## config.mk

```make
export PLATFORM = sky130hd
export DESIGN_NAME = mag_cmp_seq
export DESIGN_NICKNAME = d
export VERILOG_FILES = /design/src/rtl/mag_cmp_seq_pkg.sv /design/src/rtl/mag_chunk.sv /design/src/rtl/mag_cmp_seq.sv
export SDC_FILE = /design/constraint.sdc
export NUM_CORES = 1
export LEC_CHECK = 0
export BUFFER_PORTS_ARGS = -buffer_cell sky130_fd_sc_hd__clkbuf_2
export CORE_ASPECT_RATIO = 0.75
export CORE_MARGIN = 3
export CORE_UTILIZATION = 60
export CTS_BUF_LIST = sky130_fd_sc_hd__clkbuf_4 sky130_fd_sc_hd__clkbuf_8
export CTS_CLUSTER_DIAMETER = 120
export DETAILED_ROUTE_END_ITERATION = 7
export PLACE_DENSITY = 0.87
export SLEW_MARGIN = 10
export SYNTH_ARGS = -nofsm -noshare
export SYNTH_HDL_FRONTEND = slang
export SYNTH_HIERARCHICAL = 1
export SYNTH_SLANG_ARGS = --single-unit
```

## constraint.sdc

```tcl
create_clock -name sys_clk -period 4.95 [get_ports sys_clk]
set_input_delay 0.495 -clock sys_clk [delete_from_list [all_inputs] [get_ports sys_clk]]
set_output_delay 0.495 -clock sys_clk [all_outputs]
set_load 0.1 [all_outputs]
```

## src/rtl/mag_cmp_seq_pkg.sv

```systemverilog
// Shared definitions for the sliced magnitude comparator.
// State encoding and index-width helper.
package mag_cmp_seq_pkg;

    typedef enum logic {
        MCS_IDLE = 1'b0,
        MCS_CMP  = 1'b1
    } mcs_state_t;

    function automatic int idx_width(input int n);
        return (n > 1) ? $clog2(n) : 1;
    endfunction

endpackage

```

## src/rtl/mag_chunk.sv

```systemverilog
// Combinational unsigned compare of one operand slice.
// Exactly one of gt/eq/lt is high.
module mag_chunk #(
    parameter int unsigned CHUNK = 4
) (
    input  logic [CHUNK-1:0] a,
    input  logic [CHUNK-1:0] b,
    output logic             gt,
    output logic             eq,
    output logic             lt
);

    assign gt = (a > b);
    assign eq = (a == b);
    assign lt = (a < b);

endmodule

```

## src/rtl/mag_cmp_seq.sv

```systemverilog
// Multi-cycle magnitude comparator, one CHUNK-bit slice per clock,
// most significant slice first, exit on first unequal slice.
module mag_cmp_seq
    import mag_cmp_seq_pkg::*;
#(
    parameter int unsigned WIDTH = 32,
    parameter int unsigned CHUNK = 4
) (
    input  logic             sys_clk,
    input  logic             resetl,
    input  logic             start,
    input  logic             abort,
    input  logic             signed_mode,
    input  logic [WIDTH-1:0] a,
    input  logic [WIDTH-1:0] b,
    output logic             busy,
    output logic             done,
    output logic             gt,
    output logic             eq,
    output logic             lt
);

    localparam int NCHUNK = WIDTH / CHUNK;
    localparam int IW     = idx_width(NCHUNK);

    if (WIDTH % CHUNK != 0) begin : g_bad_chunk
        $error("mag_cmp_seq: WIDTH must be a multiple of CHUNK");
    end

    mcs_state_t       state, state_n;
    logic [WIDTH-1:0] a_r, a_n;
    logic [WIDTH-1:0] b_r, b_n;
    logic [IW-1:0]    idx, idx_n;
    logic             gt_n, eq_n, lt_n, done_n;

    logic [CHUNK-1:0] sa, sb;
    logic             c_gt, c_eq, c_lt;

    if (NCHUNK == 1) begin : g_one
        assign sa = a_r;
        assign sb = b_r;
    end else begin : g_mux
        logic [NCHUNK-1:0][CHUNK-1:0] a_s, b_s;
        assign a_s = a_r;
        assign b_s = b_r;
        assign sa  = a_s[idx];
        assign sb  = b_s[idx];
    end

    mag_chunk #(.CHUNK(CHUNK)) u_chunk (
        .a  (sa),
        .b  (sb),
        .gt (c_gt),
        .eq (c_eq),
        .lt (c_lt)
    );

    assign busy = (state == MCS_CMP);

    always_ff @(posedge sys_clk or negedge resetl) begin
        if (!resetl) begin
            state <= MCS_IDLE;
            a_r   <= '0;
            b_r   <= '0;
            idx   <= '0;
            gt    <= 1'b0;
            eq    <= 1'b0;
            lt    <= 1'b0;
            done  <= 1'b0;
        end else begin
            state <= state_n;
            a_r   <= a_n;
            b_r   <= b_n;
            idx   <= idx_n;
            gt    <= gt_n;
            eq    <= eq_n;
            lt    <= lt_n;
            done  <= done_n;
        end
    end

    always_comb begin
        state_n = state;
        a_n     = a_r;
        b_n     = b_r;
        idx_n   = idx;
        gt_n    = gt;
        eq_n    = eq;
        lt_n    = lt;
        done_n  = 1'b0;
        unique case (state)
            MCS_IDLE: begin
                if (start) begin
                    // Flipping both sign bits maps signed order onto unsigned
                    a_n            = a;
                    b_n            = b;
                    a_n[WIDTH-1]   = a[WIDTH-1] ^ signed_mode;
                    b_n[WIDTH-1]   = b[WIDTH-1] ^ signed_mode;
                    idx_n          = IW'(NCHUNK - 1);
                    state_n        = MCS_CMP;
                end
            end
            MCS_CMP: begin
                if (abort) begin
                    state_n = MCS_IDLE;
                end else if (!c_eq) begin
                    gt_n    = c_gt;
                    lt_n    = c_lt;
                    eq_n    = 1'b0;
                    done_n  = 1'b1;
                    state_n = MCS_IDLE;
                end else if (idx == '0) begin
                    gt_n    = 1'b0;
                    lt_n    = 1'b0;
                    eq_n    = 1'b1;
                    done_n  = 1'b1;
                    state_n = MCS_IDLE;
                end else begin
                    idx_n = idx - IW'(1);
                end
            end
            default: state_n = MCS_IDLE;
        endcase
    end

endmodule

```

---- Word-level counts from Yosys, hierarchy flattened ----
Cells that the tools add are included.
Widths: inputs -> output; s select.
storage, ports and cells
  flip-flop bits (word level) ............. 72
  output and inout bits ................... 5
operators by class
  reductions and logical operators ........ 4
  order comparisons ....................... 3
  eq/ne operators ......................... 6
  bitwise operators ....................... 4
  add/sub/neg operators ................... 1
  mux-type cells .......................... 23
operators with widths
  kind                 number
  $bmux 4 s3           2
  $mux 1               13
  $mux 3               4
  $mux 4               2
  $ne 2x2->1 const B   3
  $pmux 3 s2           1
  $eq 4x4->1           1
  $gt 4x4->1           1
  $lt 3x4->1 const B   1
  $lt 4x4->1           1
  $ne 2x1->1 const B   2
  $reduce_and 4->1     1
  $logic_not 3->1      1
  $reduce_and 3->1     1
  $sub 3x1->3 const B  1
  $not 1->1            2
  $pmux 1 s2           1
  $reduce_and 2->1     1
  $xor 1x1->1          2

---- Depth between registers and ports, before layout ----
  word-level depth ........................ 6
  depth in mapped cells ................... 12
  depth with buffers taken out ............ 10

---- Cells and area by module ----
Netlist, hierarchy kept.
modules (own cells, without submodules)
  module       times used  seq. area each (um^2)  cells each  area each (um^2)
  mag_cmp_seq  1           1801.7                 221         3275.6
  mag_chunk    1           0.0                    16          128.9

---- Worst setup path after synthesis ----
OpenSTA, ideal clock, no wires.
  path type ............................... register to register
  start point ............................. register idx[0]
  end point ............................... register gt
  setup slack ............................. 2.590 ns
  cell stages (with the launch flop) ...... 12
  clock period less this slack ............ 2.360 ns
  data arrival time ....................... 2.291 ns
  setup time .............................. 0.069 ns
  data required time ...................... 4.881 ns
  cell sequence ........................... dfrtp_1 buf_6 buf_12 mux4_2 nand2_1 nand2_1 ha_1 nand2_1 nor2_1 inv_1 o21ai_0 a22o_1
on the way
  cells in the longest elaborated chain, start to end .. 5
  elaborated cells between the ends (all ways) .. 10
  classes of those cells .................. order compare (1); eq/ne (2); mux (5); reduce/logical (2)
RTL lines
  element                            RTL line           source
  from (decl)                        mag_cmp_seq.sv:33  logic [IW-1:0] idx, idx_n;
  from (signal assigned)             mag_cmp_seq.sv:74  idx <= idx_n;
  $bmux 4 s3 (*)                     mag_cmp_seq.sv:46  assign sa = a_s[idx];
  $mux 4 (not written as such) (*)   mag_cmp_seq.sv:46
  net sa[3]                          mag_cmp_seq.sv:36  logic [CHUNK-1:0] sa, sb;
  $eq 4x4->1 (*)                     mag_chunk.sv:14    assign eq = (a == b);
  net c_eq                           mag_cmp_seq.sv:37  logic c_gt, c_eq, c_lt;
  $ne 2x1->1 (no source line)        -
  $reduce_and 3->1 (no source line)  -
  to (signal assigned)               mag_cmp_seq.sv:75  gt <= gt_n;
  to (decl)                          mag_cmp_seq.sv:18  output logic gt,
Mark *: on every way through the listed nets, which the timed path passes. The rest lies on a longest branch. The select of a mux whose other input is x is not followed.
A chain may end at the register's enable or synchronous reset.

---- Final worst setup path ----
  start point ............................. register idx[0]
  end point ............................... register lt
on the way
  cells in the longest elaborated chain, start to end .. 5
  elaborated cells between the ends (all ways) .. 10
  classes of those cells .................. order compare (1); eq/ne (2); mux (5); reduce/logical (2)
RTL lines
  element                            RTL line           source
  $bmux 4 s3 (*)                     mag_cmp_seq.sv:46
  $mux 4 (not written as such) (*)   mag_cmp_seq.sv:46
  net sa[3]                          mag_cmp_seq.sv:36
  $eq 4x4->1 (*)                     mag_chunk.sv:14
  net c_eq                           mag_cmp_seq.sv:37
  $ne 2x1->1 (no source line)        -
  $reduce_and 3->1 (no source line)  -
  to (signal assigned)               mag_cmp_seq.sv:77  lt <= lt_n;
  to (decl)                          mag_cmp_seq.sv:20  output logic lt
Marks and branches as above.

==> impl_metrics.tcl <==
set metrics [dict create \
    period_share_pct 61.6 \
    status "complete, no violations" \
    root_buffer "clkbuf_8" \
    min_path_type "in -> async" \
    post_cts_buffers 0 \
    rsz0062_at_grt "false" \
    grtUsageTotal_pct 21.6 \
    critPathLaunch "idx[0]" \
    setup_slack_ps 1900 \
    nets 384 \
    r2r_slack_ps 1900 \
    synth_edf_count 0 \
    synth_xor_area_share_pct 0.515 \
    cp_slowest_cell "dfrtp_1" \
    synth_top_family_by_area "multiplexers" \
    ys.warnings.count 6 \
    synth_nets 312 \
    max_freq_mhz 328 \
    path_cells "mux4_1 -> nand2_1 -> nand2_1 -> ha_1 -> nand2_1 -> nor2_1 -> inv_1 -> o21ai_0 -> a22o_1" \
    clk_latency_ps 340 \
    cts_hold_buf 0 \
    place_ws_ps 1890 \
    maxCapViolations 0 \
    setup_tns_ps 0 \
    async_flop_share_pct 100 \
    cts-buffers-inserted 9 \
    relSlewSlack_pct 27.1 \
    skew_ps 8.21 \
    setup_viol 0 \
    grt_max_degree 73 \
    synth_flop_cell "dfrtp_1" \
    endpoint "lt" \
    die_height_um 71.2 \
    synthToLayoutAreaGrowth_pct 17.3 \
    clk_path_buf_depth 2 \
    cp.required_ps 5230 \
    n_antenna_cell 0 \
    initialDrtViolationCount 109 \
    grt_pass1_vias 2251 \
    clkSlewWorstSetupHoldPaths_ps 80 \
    syn_area_per_cell_um2 14.4 \
    total_leakage_power_nw 1.91 \
    vias_per_cell 5.46 \
    ant_nets 0 \
    slew_viol_final 0 \
    final_cell_mix "dfrtp_1, clkbuf_2, mux2_2" \
    worst_slew_pin_slew_ps 1090 \
    fin_util_pct 73.8 \
    wl_um 6410 \
    worstPathArrival_ps 3330 \
    drtPass1Iterations 4 \
    crit_path_max_incr_delay_ps 960 \
    fp.coreArea_um2 5410 \
    avgRoutedWirePerCell_um 16.5 \
    reg2reg_depth 9 \
    cts_tree "built" \
    grt_pass1_wl_um 10900 \
    place_congestion 0.735 \
    p_total_mw 1.74 \
    timing.rr.start "idx[0]" \
    num_io_pins 74 \
    ys_seq_area_share_pct 52.9 \
    critPathMostFrequentCell "nand2_1" \
    critPathLaunchType "flop" \
    critPathMaxFanout 19 \
    antenna_found_initial 0 \
    synth_compound_area_share_pct 2.21 \
    rows 23 \
    ys_seq_elements 72 \
    dp_hpwl_um 4590 \
    dr_total_vias 2124 \
    io_buffer_count 73 \
    fin_crit_ps 3050 \
    htree_levels 3 \
    nFillCells 388 \
    timing.rr.end "lt" \
    clock_sinks 72 \
    vdd_drop_max_v 0.000252 \
    drc_errors 0 \
    initial_core_util_pct 62.9 \
    syn_inst 237 \
    synth_area_um2 3400 \
    ctsResizeCount 0 \
    synth.area.mux_share_pct 32.7 \
    cp-end-kind "flop" \
    grt_overflow_total 0 \
    criticalPathCategory "reg -> reg" \
    die-area_um2 6620 \
    hold_viol_final 0 \
    power.density_nw_per_um2 435 \
    synth_adder_area_share_pct 2.21 \
    synth_cell_types 26 \
    synthSimpleGateAreaFrac_pct 6.06 \
    die_w_um 93.0 \
    drive_gt1_share_pct 51.9 \
]
==> cell families after synthesis <==
group / Yosys count
compound gates: 10
xor+xnor: 2
flops: 72
simple gates: 46
fa+ha+maj: 6
buf+inv: 21
mux: 80
==> per-stage QoR <==
step	cell area [µm²]	cells	hold WS (ps)
4_1_cts	3990	389	289
3_3_place_gp	3790	373	482
6_report	3990	389	267
5_1_grt	3990	389	319
2_1_floorplan	3400	237	199
3_5_place_dp	3790	373	487
==> cell type report <==
type,instances,area (µm²),area share [%]
well taps,75,93.8,2.35
flip-flops and latches,72,1800,45.1
inverters,8,30.0,0.752
multi-input cells,144,1490,37.4
clock inverters,6,67.6,1.69
clock buffers,10,131,3.29
repair buffers,74,375,9.40
==> report_power, final <==
group	switching (mW)	internal (mW)	total (mW)	leakage [nW]
clock	0.224	0.241	0.465	0.0967
combinational	0.228	0.254	0.482	0.972
sequential	0.0816	0.709	0.791	0.837
total	0.534	1.20	1.74	1.91
==> worst max-delay path, delay by kind of cell (launching register included) <==
family	cells	cell delay [ps]
multiplexers	1	640
AO/OA/AOI/OAI	2	480
AND/OR/NAND/NOR	4	500
adder cells (fa/ha/maj)	1	290
flip-flops	1	960
buffers and inverters	1	100
==> layer usage <==
layer	wire length (µm)	vias up	track usage, %
li1	-	991	-
met1	2970	1060	30.7
met2	2970	65	33.0
met3	396	8	7.35
met4	70	0	5.04
met5	0	-	0
==> Yosys cell counts (2+ instances only) <==
| cell | n | area share, % |
|---|---|---|
| a21oi_1 | 5 | 0.73 |
| a22o_1 | 2 | 0.51 |
| buf_2 | 11 | 1.6 |
| dfrtp_1 | 72 | 53 |
| ha_1 | 6 | 2.2 |
| inv_1 | 7 | 0.77 |
| mux2_2 | 62 | 21 |
| mux2i_1 | 2 | 0.59 |
| mux4_1 | 9 | 6.9 |
| mux4_2 | 7 | 4.6 |
| nand2_1 | 27 | 3.0 |
| nand2b_1 | 3 | 0.55 |
| nor2_1 | 8 | 0.88 |
| nor2b_1 | 3 | 0.55 |
| xnor2_1 | 2 | 0.51 |
==> how the worst min path moves through the flow <==
stage | slack, ps | endpoint | cells after the start
after floorplan | 200 | a_r[0] | 0
after global placement | 480 | b_r[19] | 1
after detailed placement | 490 | a_r[5] | 1
after CTS | 290 | idx[0] | 1
after global routing | 320 | a_r[26] | 1
final | 270 | idx[0] | 1
==> sequential cells by signal (all words and copies together) (netlist names) <==
name  cells
done      1
idx       3
eq        1
lt        1
a_r      32
gt        1
busy      1
b_r      32
Power figures use the tool's default switching activity.
